--- src/rtl/uart_pkg.sv ---
// Shared UART definitions: receiver FSM states, default clocking constants, bit-period helper.
// Latency: n/a (package only).
// Backpressure: n/a.
package uart_pkg;

    localparam int UART_CLK_FREQ_HZ = 25000000;
    localparam int UART_BAUD_RATE   = 115200;

    typedef enum logic [2:0] {
        IDLE      = 3'd0,
        START     = 3'd1,
        DATA      = 3'd2,
        STOP      = 3'd3,
        WAIT_IDLE = 3'd4
    } uart_state_t;

    // Clock cycles per serial bit, rounded to the nearest integer.
    function automatic int clks_per_bit(input int clk_hz, input int baud);
        return (clk_hz + baud / 2) / baud;
    endfunction

endpackage

--- src/rtl/sync_2ff.sv ---
// Two-flop synchronizer for a single asynchronous level into the clk domain.
// Latency: 2 clk from input change to q.
// Backpressure: none; level signal, always follows the input.
module sync_2ff #(
    parameter logic RST_VAL = 1'b1
) (
    input  logic clk,
    input  logic rst,
    input  logic d,
    output logic q
);

    logic meta;

    // Two back-to-back flops; both load the reset value so q shows the chosen idle level.
    always_ff @(posedge clk or posedge rst) begin
        if (rst) begin
            meta <= RST_VAL;
            q    <= RST_VAL;
        end else begin
            meta <= d;
            q    <= meta;
        end
    end

endmodule

--- src/rtl/uart_rx_stream.sv ---
// UART 8N1 receiver presenting each byte on a valid/ready stream with sticky framing/overrun flags.
// Latency: t_valid_o rises 1 clk after the mid-stop-bit sample (~9.5 bit times + 2 sync cycles from start edge).
// Backpressure: single holding register; a byte arriving while it is full and not being accepted is dropped and flags overrun.
module uart_rx_stream
    import uart_pkg::*;
#(
    parameter int CLK_FREQ_HZ = UART_CLK_FREQ_HZ,
    parameter int BAUD_RATE   = UART_BAUD_RATE,
    parameter int DATA_BITS   = 8
) (
    input  logic                 clk,
    input  logic                 rst,
    input  logic                 rx_i,
    output logic [DATA_BITS-1:0] data_o,
    output logic                 t_valid_o,
    input  logic                 t_ready_i,
    output logic                 frame_err_o,
    output logic                 overrun_o,
    input  logic                 clr_status_i,
    output logic                 busy_o
);

    localparam int CLKS_PER_BIT = clks_per_bit(CLK_FREQ_HZ, BAUD_RATE);
    localparam int BAUD_W       = $clog2(CLKS_PER_BIT);
    localparam int BIT_W        = (DATA_BITS > 1) ? $clog2(DATA_BITS) : 1;

    localparam logic [BAUD_W-1:0] BAUD_LAST = BAUD_W'(CLKS_PER_BIT - 1);
    localparam logic [BAUD_W-1:0] BAUD_HALF = BAUD_W'((CLKS_PER_BIT - 1) / 2);
    localparam logic [BIT_W-1:0]  BIT_LAST  = BIT_W'(DATA_BITS - 1);

    logic                 rx_s;
    logic [1:0]           flush_cnt;
    logic                 armed;
    uart_state_t          state;
    logic [BAUD_W-1:0]    baud_cnt;
    logic [BIT_W-1:0]     bit_cnt;
    logic [DATA_BITS-1:0] shreg;

    sync_2ff #(
        .RST_VAL (1'b1)
    ) u_sync (
        .clk (clk),
        .rst (rst),
        .d   (rx_i),
        .q   (rx_s)
    );

    // A start bit only counts once the synchronizer holds real line data and the line has been seen idle,
    // so a line still low when reset releases is not mistaken for a start edge.
    always_ff @(posedge clk or posedge rst) begin
        if (rst) begin
            flush_cnt <= 2'd0;
            armed     <= 1'b0;
        end else if (flush_cnt != 2'd2) begin
            flush_cnt <= flush_cnt + 2'd1;
        end else if (rx_s) begin
            armed <= 1'b1;
        end
    end

    // Receive FSM with baud/bit counters, shift register, holding register and sticky status.
    // Later assignments override earlier ones: a new load beats the acceptance clear, a flag set beats a clear.
    always_ff @(posedge clk or posedge rst) begin
        if (rst) begin
            state       <= IDLE;
            busy_o      <= 1'b0;
            baud_cnt    <= '0;
            bit_cnt     <= '0;
            shreg       <= '0;
            data_o      <= '0;
            t_valid_o   <= 1'b0;
            frame_err_o <= 1'b0;
            overrun_o   <= 1'b0;
        end else begin
            if (t_valid_o && t_ready_i) begin
                t_valid_o <= 1'b0;
            end
            if (clr_status_i) begin
                frame_err_o <= 1'b0;
                overrun_o   <= 1'b0;
            end

            case (state)
                IDLE: begin
                    baud_cnt <= '0;
                    if (armed && !rx_s) begin
                        state  <= START;
                        busy_o <= 1'b1;
                    end
                end

                START: begin
                    if (baud_cnt == BAUD_HALF) begin
                        baud_cnt <= '0;
                        bit_cnt  <= '0;
                        if (rx_s) begin
                            state  <= IDLE;
                            busy_o <= 1'b0;
                        end else begin
                            state <= DATA;
                        end
                    end else begin
                        baud_cnt <= baud_cnt + 1'b1;
                    end
                end

                DATA: begin
                    if (baud_cnt == BAUD_LAST) begin
                        baud_cnt <= '0;
                        shreg    <= {rx_s, shreg[DATA_BITS-1:1]};
                        if (bit_cnt == BIT_LAST) begin
                            bit_cnt <= '0;
                            state   <= STOP;
                        end else begin
                            bit_cnt <= bit_cnt + 1'b1;
                        end
                    end else begin
                        baud_cnt <= baud_cnt + 1'b1;
                    end
                end

                STOP: begin
                    if (baud_cnt == BAUD_LAST) begin
                        baud_cnt <= '0;
                        if (rx_s) begin
                            state  <= IDLE;
                            busy_o <= 1'b0;
                            if (!t_valid_o || t_ready_i) begin
                                data_o    <= shreg;
                                t_valid_o <= 1'b1;
                            end else begin
                                overrun_o <= 1'b1;
                            end
                        end else begin
                            frame_err_o <= 1'b1;
                            state       <= WAIT_IDLE;
                        end
                    end else begin
                        baud_cnt <= baud_cnt + 1'b1;
                    end
                end

                WAIT_IDLE: begin
                    if (rx_s) begin
                        state  <= IDLE;
                        busy_o <= 1'b0;
                    end
                end

                default: begin
                    state  <= IDLE;
                    busy_o <= 1'b0;
                end
            endcase
        end
    end

endmodule

--- config.mk ---
export PLATFORM = sky130hd
export DESIGN_NAME = uart_rx_stream
export DESIGN_NICKNAME = d
export VERILOG_FILES = /design/src/rtl/uart_pkg.sv /design/src/rtl/sync_2ff.sv /design/src/rtl/uart_rx_stream.sv
export SDC_FILE = /design/constraint.sdc
export NUM_CORES = 1
export LEC_CHECK = 0
export CORE_MARGIN = 4
export CORE_UTILIZATION = 37
export DETAILED_ROUTE_END_ITERATION = 16
export SYNTH_ARGS = -nofsm -noshare
export SYNTH_HDL_FRONTEND = slang
export SYNTH_HIERARCHICAL = 1
export SYNTH_SLANG_ARGS = --single-unit
export TNS_END_PERCENT = 1
--- constraint.sdc ---
create_clock -name clk -period 2.6 [get_ports clk]
set_input_delay 0.65 -clock clk [delete_from_list [all_inputs] [get_ports clk]]
set_output_delay 0.65 -clock clk [all_outputs]
set_load 0.02 [all_outputs]
Word-level counts from Yosys, hierarchy flattened:

Cells that the tools add are included.

* register bits after elaboration: 39
* word-level logic and storage cells: 82
* input port bits: 5
* output and inout bits: 12

* mux-type cells: 35
* $add $sub $neg: 3
* equal/unequal tests: 14
* bitwise logic cells: 2
* reductions and logical operators: 15

Operator list (count)
* 2-to-1 mux 3 bit: 10
* case mux 8 bit (3 select lines): 1
* 2-to-1 mux 1 bit: 18
* 2-to-1 mux 8 bit: 2
* case mux 3 bit (5 select lines): 1
* inequality test 2 bit, second input constant: 6
* adder 8 x 1 -> 8 bit, second input constant: 1
* == test 8 x 7 -> 1 bit, second input constant: 1
* == test 8 bit, second input constant: 1
* AND reduction 4 bit: 2
* == test 3 x 2 -> 1 bit, second input constant: 2
* == test 3 bit, second input constant: 2
* case mux 3 bit (2 select lines): 1
* AND reduction 6 bit: 1
* case mux 1 bit (5 select lines): 1
* AND reduction 2 bit: 2
* adder 3 x 1 -> 3 bit, second input constant: 1
* == test 3 x 1 -> 1 bit, second input constant: 1
* logical NOT 3 bit: 1
* AND reduction 3 bit: 1
* nonzero test 3 bit: 1
* adder 2 x 1 -> 2 bit, second input constant: 1
* logical AND 1 bit: 2
* logical NOT 1 bit: 2
* 6 further kinds: 7

Logic depth before layout (Yosys ltp):

* word-level depth: 6
* gate-level depth with buffers: 7
* mapped depth without buffers: 6

Modules after synthesis:

The synthesis kept the hierarchy.

Modules (own cells, without submodules)
* uart_rx_stream: cells an instance 161, instances 1, sequential area each 925.9 sq um, area each 1828.0 sq um
* sync_2ff: cells an instance 3, instances 1, sequential area each 52.6 sq um, area each 56.3 sq um

Least setup slack after synthesis:

No wires, ideal clock.

* path kind: flip-flop to flip-flop
* start: register baud_cnt[0]
* end: register data_o[0]
* setup slack: 0.578 ns
* library setup time: 0.125 ns
* required time: 2.475 ns
* stages on the path, launching flop included: 8
* buffers on the path: 1
* clock period less this slack: 2.022 ns
* arrival time: 1.897 ns
* path through: dfrtp_1 -> inv_1 -> ha_1 -> nand4b_2 -> or4_4 -> nor2b_2 -> buf_6 -> mux2_4

* cells in the longest elaborated chain, start to end: 2

RTL lines
* from (decl): RTL line uart_rx_stream.sv:35 `logic [BAUD_W-1:0] baud_cnt;`
* from (signal assigned): RTL line uart_rx_stream.sv:103 `baud_cnt <= baud_cnt + 1'b1;`
* from (signal assigned): RTL line uart_rx_stream.sv:118 `baud_cnt <= baud_cnt + 1'b1;`
* from (signal assigned): RTL line uart_rx_stream.sv:139 `baud_cnt <= baud_cnt + 1'b1;`
* == test 8 bit: RTL line uart_rx_stream.sv:123 `if (baud_cnt == BAUD_LAST) begin`
* AND reduction 4 bit (no line)
* to (signal assigned): RTL line uart_rx_stream.sv:129 `data_o <= shreg;`
* to (decl): RTL line uart_rx_stream.sv:14 `output logic [DATA_BITS-1:0] data_o,`

No other way between the ends.
A chain may end at the register's enable or synchronous reset.

Final worst setup path:

* start: register baud_cnt[1]
* end: register data_o[6]

The elaborated chain is that of the path after synthesis.

==> results.toml <==
[clock_network]
hold_buffers = 0
clock-sinks = 39
cts.clk_slew.worst_paths_ns = 0.07
clkLatencyLatePin_ns = 0.28
cts_buffer_depth = 2
cts_tree = "built"
cts_resized = 0
postCtsSetupRepairBufs = 0
cts_buffers = 5
cts-root-buf = "clkbuf_8"
cts_max_level = 2

[worst_setup_path]
r2r-start = "baud_cnt[1]"
startpoint_type = "flop"
crit_type = "reg -> reg"
rr_worst_depth = 7
cp.arrival_ns = 2.39
critPathCapture = "data_o[6]"
crit_fanout = 8
ff2ff_setup_slack_ns = 0.38
worst_setup_path_end_kind = "flop"
startpoint = "baud_cnt[1]"
r2r_end = "data_o[6]"
required_ns = 2.77

[floorplanning]
die_area_sq_mm = 0.006299
fp.dieH_um = 79.37
die_width_um = 79.37
coreArea_sq_mm = 0.004817
rows = 25
pin_count = 17
initial_core_util_pct = 39.12

[synth]
syn_nets = 174
syn_area_sq_mm = 0.001884
synthXorXnorAreaFrac_pct = 1.394
synth_cell_type_count = 46
synthCells = 164
ys.flop_type = "dfrtp_1"
muxShareOfSynthArea_pct = 12.28
synthAdderAreaFrac_pct = 3.320
synth_top_family_by_area = "simple AND/OR/NAND/NOR gates"
ys_seq_elements = 39
synth-edff-count = 0
synthSimpleGateAreaFrac_pct = 15.01
yosysSeqAreaShare_pct = 51.93
synth_warnings = 6
avgSynthCellArea_sq_um = 11.49
synth-async-reset-ratio_pct = 100.0
synth-compound-area-share_pct = 11.69

[final_layout]
fin_util_pct = 45.95
num-nets-final = 192
diodes = 0
syn2layout_area_growth_pct = 17.46
drive_gt1_share_pct = 19.67
fillers = 452

[place]
dp_hpwl_um = 2490
place.port_buffers = 16
globalplace.congestion = 0.8461

[global_route]
grt_pass1_vias = 1350
track_usage_pct = 12.28
grt_pass1_wl_um = 6113
grt_max_degree = 38
antenna_found_initial = 0
grt_overflow = 0

[route]
dr.first_iter.drc_count = 59
post-route-drc-count = 0
ant_nets = 0
vias = 1308
vias_per_cell = 5.232
wirelength_um = 3505
wl_per_cell_um = 14.02
firstDrtPassIters = 4

[sta]
hold_viol = 0
relSlewSlack_pct = 67.63
setup_viol = 0
max_freq_ghz = 0.4496
drv_slew = 0
worstMarginPinSlew_ns = 0.4856
fin_skew_ns = 0.003498
period_share_pct = 85.54
rsz0062_at_grt = "no"
tns_ns = 0
finalHoldWorstSlack_ns = 0.3599
min_period_ns = 2.224

[run_status]
status = "finished clean"

[pwr]
p_clk_share_pct = 32.7
power.density_mw_per_mm2 = 611.6
p_sw_share_pct = 27.54
netSwitchingPower_w = 0.0003728
ir_drop_v = 0.0002717
total_leakage_power_nw = 0.9910
pwr-share-seq_pct = 51.4
cellInternalPower_w = 0.0009810
combPwrFrac_pct = 16.0

[hold_path]
hp-class = "reg -> reg"

[job]
cap_violations = 0
[placed cells by master (no fill, tap or decap), types with 3 or more instances in the layout]
master,count
ha_1,5
o21ai_0,5
a21o_1,3
mux2_2,9
o211ai_1,3
nor3_1,4
dfrtp_1,37
nor3b_1,3
a21oi_1,8
nor2_1,8
clkbuf_8,7
nand3_1,3
nor4_1,3
mux2_4,8
nand2_1,10
inv_1,11
clkdlybuf4s50_1,16
buf_4,3
xnor2_1,3
[final cells by class]
type,count,area (sq um),area share (%)
Clock buffer,7,96.34,4.353
Clock inverter,1,7.507,0.3392
Inverter,11,41.29,1.865
Multi-Input combinational cell,106,823.3,37.20
Sequential cell,39,978.4,44.21
Tap cell,67,83.83,3.787
Timing Repair Buffer,19,182.7,8.253
[synth_stat cells, types with 2 or more instances]
| cell type | instances | area, sq um |
|---|---|---|
| ha_1 | 5 | 62.56 |
| a21oi_1 | 8 | 40.04 |
| nor4_1 | 3 | 18.77 |
| dfstp_2 | 2 | 52.55 |
| inv_1 | 11 | 41.29 |
| buf_2 | 3 | 15.01 |
| xnor2_1 | 3 | 26.28 |
| a22o_1 | 2 | 17.52 |
| dfrtp_1 | 37 | 925.9 |
| nand2b_1 | 2 | 12.51 |
| o211ai_1 | 3 | 22.52 |
| o21ai_0 | 5 | 25.02 |
| a21o_1 | 3 | 22.52 |
| nand3_1 | 3 | 15.01 |
| o22ai_1 | 2 | 12.51 |
| mux2_2 | 9 | 101.4 |
| clkbuf_1 | 4 | 15.01 |
| nor2_1 | 8 | 30.03 |
| a311oi_1 | 2 | 17.52 |
| mux2_4 | 8 | 120.1 |
| nand2_1 | 10 | 37.54 |
| nor3_1 | 4 | 20.02 |
| o21ai_1 | 2 | 10.01 |
| nor3b_1 | 3 | 22.52 |
[routing by layer]
metal  share of wire (%)  vias to the layer above  track usage [%]
met5                   0                        -                0
met4                0.80                        0            3.780
met3                 5.2                        4            3.855
met2                  47                       36            20.20
met1                  46                      648            15.40
li1                    -                      620                -
[power by group through the flow]
stage,clock [W],combinational [W],sequential [W]
global placement,0,0.000205,0.000701
detailed placement,0,0.000215,0.000704
floorplan,0,0.000167,0.000688
finish,0.000442,0.000216,0.000696
global route,0.000488,0.000242,0.000704
CTS,0.000458,0.000216,0.000693
[cells by family after synthesis]
kind of cell,Yosys count
compound gates,33
simple gates,47
mux,18
buf+inv,19
xor+xnor,3
flops,39
fa+ha+maj,5
[worst min path at each step]
stage	startpoint	endpoint	slack, ns	cells past startpoint
final	u_sync/meta	u_sync/q	0.36	0
after CTS	u_sync/meta	u_sync/q	0.36	0
after floorplan	u_sync/meta	u_sync/q	0.35	0
after detailed placement	u_sync/meta	u_sync/q	0.35	0
after global placement	u_sync/meta	u_sync/q	0.35	0
after global routing	u_sync/meta	u_sync/q	0.36	0
[through the flow]
| step | power [W] | area [sq um] | std cells | worst slack (ns) |
|---|---|---|---|---|
| after global routing | 0.001434 | 2213 | 250 | 0.2673 |
| after detailed placement | 0.0009197 | 2110 | 242 | 0.4180 |
| final | 0.001354 | 2213 | 250 | 0.3760 |
| after floorplan | 0.0008550 | 1884 | 164 | 0.5778 |
| after global placement | 0.0009064 | 2110 | 242 | 0.4872 |
| after CTS | 0.001368 | 2213 | 250 | 0.3807 |
[worst max-delay path, stage by stage (launching register included)]
cell	delay (ns)
dfrtp_1	0.41
inv_1	0.09
ha_1	0.23
nand4b_2	0.15
or4_4	0.59
nor2b_2	0.13
buf_4	0.20
mux2_4	0.31
[sequential cells by signal, summed over array words and instances, names as in the netlist]
register / count
u_sync/meta: 1
baud_cnt: 8
data_o: 8
state: 3
frame_err_o: 1
bit_cnt: 3
armed: 1
shreg: 8
flush_cnt: 2
u_sync/q: 1
overrun_o: 1
busy_o: 1
t_valid_o: 1
Power figures use the tool's default switching activity.
